==> src/rtl/guess_key_conditioner_if.sv <==
// guess_key_conditioner_if: raw key lines in, debounced guess levels and flags out
interface guess_key_conditioner_if #(
  parameter int WIDTH = 10
);
  logic [WIDTH-1:0] KEY;
  logic [WIDTH-1:0] G;
  logic [WIDTH-1:0] press;
  logic             multi;
  logic             idle;
  modport master (output KEY, input G, press, multi, idle);
  modport slave (input KEY, output G, press, multi, idle);
endinterface

==> src/rtl/guess_key_conditioner.sv <==
// guess_key_conditioner: synchronise and debounce raw key lines into clean guess levels
module guess_key_conditioner #(
  parameter int WIDTH = 10,
  parameter int DB_CYCLES = 16
) (
  input logic                    clk,
  input logic                    reset,
  guess_key_conditioner_if.slave bus
);
  localparam int CW = $clog2(DB_CYCLES);
  localparam logic [CW-1:0] CNT_MAX = CW'(DB_CYCLES - 1);
  logic [WIDTH-1:0] s1_q, s1_d, s2_q, s2_d, g_q, g_d, press_q, press_d, done;
  logic [CW-1:0] cnt_q [WIDTH];
  logic [CW-1:0] cnt_d [WIDTH];
  // two-flop sync, then per-bit mismatch counter that commits s2 to G after a full stable run
  always_comb begin
    s1_d = bus.KEY;
    s2_d = s1_q;
    g_d = g_q;
    press_d = '0;
    done = '0;
    for (int i = 0; i < WIDTH; i++) begin
      done[i] = (s2_q[i] != g_q[i]) && (cnt_q[i] == CNT_MAX);
      cnt_d[i] = (s2_q[i] != g_q[i] && !done[i]) ? cnt_q[i] + 1'b1 : '0;
      g_d[i] = done[i] ? s2_q[i] : g_q[i];
      press_d[i] = done[i] & s2_q[i];
    end
  end
  // state registers; reset drops everything at once so partial counts never survive
  always_ff @(posedge clk or negedge reset) begin
    if (!reset) begin
      s1_q <= '0;
      s2_q <= '0;
      g_q <= '0;
      press_q <= '0;
      cnt_q <= '{default: '0};
    end else begin
      s1_q <= s1_d;
      s2_q <= s2_d;
      g_q <= g_d;
      press_q <= press_d;
      cnt_q <= cnt_d;
    end
  end
  assign bus.G = g_q;
  assign bus.press = press_q;
  assign bus.multi = |(g_q & (g_q - 1'b1));
  assign bus.idle = ~|g_q;
endmodule
==> src/flat_wrapper.sv <==
// flat-port wrapper written by rule: the top's interface ports become plain ports
module guess_key_conditioner_flat 
#(
  parameter int WIDTH = 10,
  parameter int DB_CYCLES = 16
)
  (clk, reset, bus_KEY, bus_G, bus_press, bus_multi, bus_idle);
  guess_key_conditioner_if #(.WIDTH(WIDTH)) bus_i ();
  input logic clk;
  input logic reset;
  input wire logic [$bits(bus_i.KEY)-1:0] bus_KEY;
  output wire logic [$bits(bus_i.G)-1:0] bus_G;
  output wire logic [$bits(bus_i.press)-1:0] bus_press;
  output wire logic [$bits(bus_i.multi)-1:0] bus_multi;
  output wire logic [$bits(bus_i.idle)-1:0] bus_idle;
  assign bus_i.KEY = bus_KEY;
  assign bus_G = bus_i.G;
  assign bus_press = bus_i.press;
  assign bus_multi = bus_i.multi;
  assign bus_idle = bus_i.idle;
  guess_key_conditioner #(.WIDTH(WIDTH), .DB_CYCLES(DB_CYCLES)) u_core (.clk(clk), .reset(reset), .bus(bus_i));
endmodule
==> config.mk <==
export PLATFORM = sky130hd
export DESIGN_NAME = guess_key_conditioner_flat
export DESIGN_NICKNAME = d
export VERILOG_FILES = /design/src/rtl/guess_key_conditioner_if.sv /design/src/rtl/guess_key_conditioner.sv /design/src/flat_wrapper.sv
export SDC_FILE = /design/constraint.sdc
export NUM_CORES = 1
export LEC_CHECK = 0
export CAP_MARGIN = 20
export CORE_MARGIN = 1.5
export CORE_UTILIZATION = 50
export CTS_CLUSTER_SIZE = 10
export DETAILED_ROUTE_END_ITERATION = 6
export PLACE_DENSITY = 0.85
export SETUP_SLACK_MARGIN = 0.05
export SYNTH_ARGS = -nofsm -noshare
export SYNTH_HDL_FRONTEND = slang
export SYNTH_SLANG_ARGS = --single-unit
==> constraint.sdc <==
create_clock -name clk -period 2.1 [get_ports clk]
set_input_delay 0.63 -clock clk [delete_from_list [all_inputs] [get_ports clk]]
set_output_delay 0.63 -clock clk [all_outputs]
set_load 0.05 [all_outputs]
==> flow_metrics.tcl <==
set metrics [dict create \
    dr.pass1.iters 4 \
    io_pins 34 \
    hold_ws_ps 137.0 \
    violations "negative setup slack" \
    yosysWarnings 0 \
    drive_above_1_share 0.2295 \
    hold_viol 0 \
    rows 28 \
    synth_seq_cells 80 \
    grt_pass1_vias 1814 \
    root_buffer "clkbuf_8" \
    place_inst 351 \
    drt_iter0_markers 73 \
    cts_sinks 80 \
    worstSetupPathType "reg2out" \
    cp-start-kind "flip-flop" \
    cts_max_level 3 \
    instances_no_fill 367 \
    critPathSlowestCell "or4_4" \
    critical_path_depth 5 \
    rrSetupSlack_ps 860 \
    route.detailed.drc 0 \
    place_congestion 0.7604 \
    power_frac_comb 0.055 \
    async_flop_share 1.000 \
    outcome "finished, violations left" \
    power.internal_mw 2.381 \
    cts_tree "built" \
    p_per_area_nw_per_um2 803.3 \
    nFillCells 433 \
    die_w_um 80.80 \
    postRouteAntennaNets 0 \
    diodes 0 \
    final_cell_mix "75 x dfrtp_1, 40 x nor2_1, 25 x buf_4" \
    place_area_um2 3546 \
    syn_inst 233 \
    fin_crit_sh 1.262 \
    fmax_mhz 377.2 \
    floorplan.die.height_um 80.80 \
    vdd_drop_max_mv 0.4156 \
    multi_input_area_um2 1011 \
    clk_path_buf_depth 2 \
    cts_made_buffers 9 \
    setup_violations 2 \
    avgRoutedWirePerCell_um 12.98 \
    clk_pin_slew_ps 80 \
    r2r_start "u_core.cnt_q[0]" \
    fin_skew_ps 9.080 \
    fin_total_pwr_mw 3.031 \
    crit_family "simple AND/OR/NAND/NOR gates" \
    grt_max_degree 64 \
    swShare 0.2145 \
    worstMarginPinSlew_ps 495.1 \
    area_delta_synth_final_pct 24.68 \
    pwr-share-seq 0.545 \
    worstPathCellList "or4_4, o31a_1, nor3_2, o22ai_2, buf_6" \
    cts_hold_repair.buffers 0 \
    synth_nets 255 \
    synth_area_per_cell_um2 12.99 \
    core_area_um2 5886 \
    cts_setup_buffers 0 \
    reg2reg_depth 3 \
    start_util 0.5142 \
    synth_edf_count 0 \
    cp-end-kind "primary output" \
    rsz0062_at_grt "true" \
    vias_per_cell 4.902 \
    drv_slew 0 \
    grt-ovfl-total 0 \
    clk_latency_ps 350 \
    finalWorstSetupSlack_ps -550.8 \
    fin_util 0.6412 \
    reg2reg_to "u_core.bus.G[9]" \
    required_ps 1470 \
    grt_pass1_wl_mm 8.107 \
    finalCriticalPeriod_ps 2651 \
    critPathMaxStageDelay_ps 550 \
    clkPwrFrac 0.400 \
    fin_nets 309 \
    maxCapViolCount 0 \
    drt_wl_total_mm 4.762 \
    grt_usage 0.1713 \
    synth-main-ff-cell "dfrtp_1" \
    dp.final_hpwl_mm 3.299 \
    yosysUniqueCellTypes 20 \
    final_common_cell "dfrtp_1" \
    relSlewSlack 0.6712 \
    switching_power_mw 0.6502 \
    cp_max_fo 3 \
    cp.buffers_inverters 1 \
    antenna_found_initial 0 \
    p_leak_nw 1.821 \
    register_area_um2 2008 \
    seq_area_frac_synth 0.6614 \
    cp.arrival_ps 2020 \
    num_vias 1799 \
    holdCritPathClass "in2async" \
    die-area_um2 6529 \
    synthesis.area_um2 3027 \
    startpoint "u_core.bus.G[4]" \
    final_cell_area_um2 3774 \
    portBuffers 33 \
]
[stage by stage]
| step | setup WS [ps] | TNS (ps) |
|---|---|---|
| after floorplan | -362.7 | -696.6 |
| after global placement | -217.8 | -380.9 |
| after detailed placement | -278.3 | -460.9 |
| after CTS | -610.9 | -1177 |
| after global routing | -658.7 | -1249 |
| final | -550.8 | -1088 |
[layer usage]
metal | track usage | up-vias | share of wire
met3 | 0.08427 | 7 | 0.053
li1 | - | 875 | -
met1 | 0.2004 | 873 | 0.44
met2 | 0.2733 | 44 | 0.49
met4 | 0.06207 | 0 | 0.013
met5 | 0 | - | 0
[cells in the mapped netlist (all sizes together) (9+ instances only)]
cell | n | area, um^2
dfrtp | 80 | 2002
ha | 10 | 125.1
inv | 10 | 37.54
mux2 | 10 | 112.6
nand2b | 9 | 56.30
nand3 | 20 | 100.1
nor2 | 41 | 153.9
nor3b | 10 | 75.07
xnor2 | 20 | 175.2
xor2 | 10 | 87.58
[kinds of logic (layout without fill, tap and decap cells)]
group | count (synthesis) | after routing | share of synthesized area
compound gates | 5 | 5 | 0.01365
buf+inv | 11 | 70 | 0.01406
fa+ha+maj | 12 | 12 | 0.04795
simple gates | 85 | 85 | 0.1389
flops | 80 | 80 | 0.6614
mux | 10 | 10 | 0.03721
xor+xnor | 30 | 30 | 0.08681
[repair_timing]
item	CTS	global route
gates resized for setup	8	0
pin swaps	1	0
setup endpoints to repair	7	2
[worst max-delay path by stage]
stage / end / slack, ps
floorplan: bus_idle / -360
global placement: bus_multi / -220
detailed placement: bus_multi / -280
CTS: bus_multi / -610
global route: bus_multi / -660
finish: bus_multi / -550
[final cells by class]
cell class,instances,area share
multi-input cells,142,0.2679
repair buffers,44,0.1068
flip-flops and latches,80,0.5322
clock inverters,6,0.02188
inverters,10,0.009947
clock buffers,10,0.03647
well taps,75,0.02487
[power groups by stage]
stage,Sequential [mW],Clock [mW],Combinational (mW)
finish,1.65,1.21,0.167
global route,1.66,1.33,0.194
CTS,1.65,1.25,0.172
detailed placement,1.68,0,0.171
global placement,1.68,0,0.163
floorplan,1.67,0,0.0969
[flip-flops by register name, indices dropped and copies added (netlist names)]
register / flops
u_core.bus.G: 10
u_core.bus.press: 10
u_core.cnt_q: 40
u_core.s1_q: 10
u_core.s2_q: 10
Power figures use the tool's default switching activity.
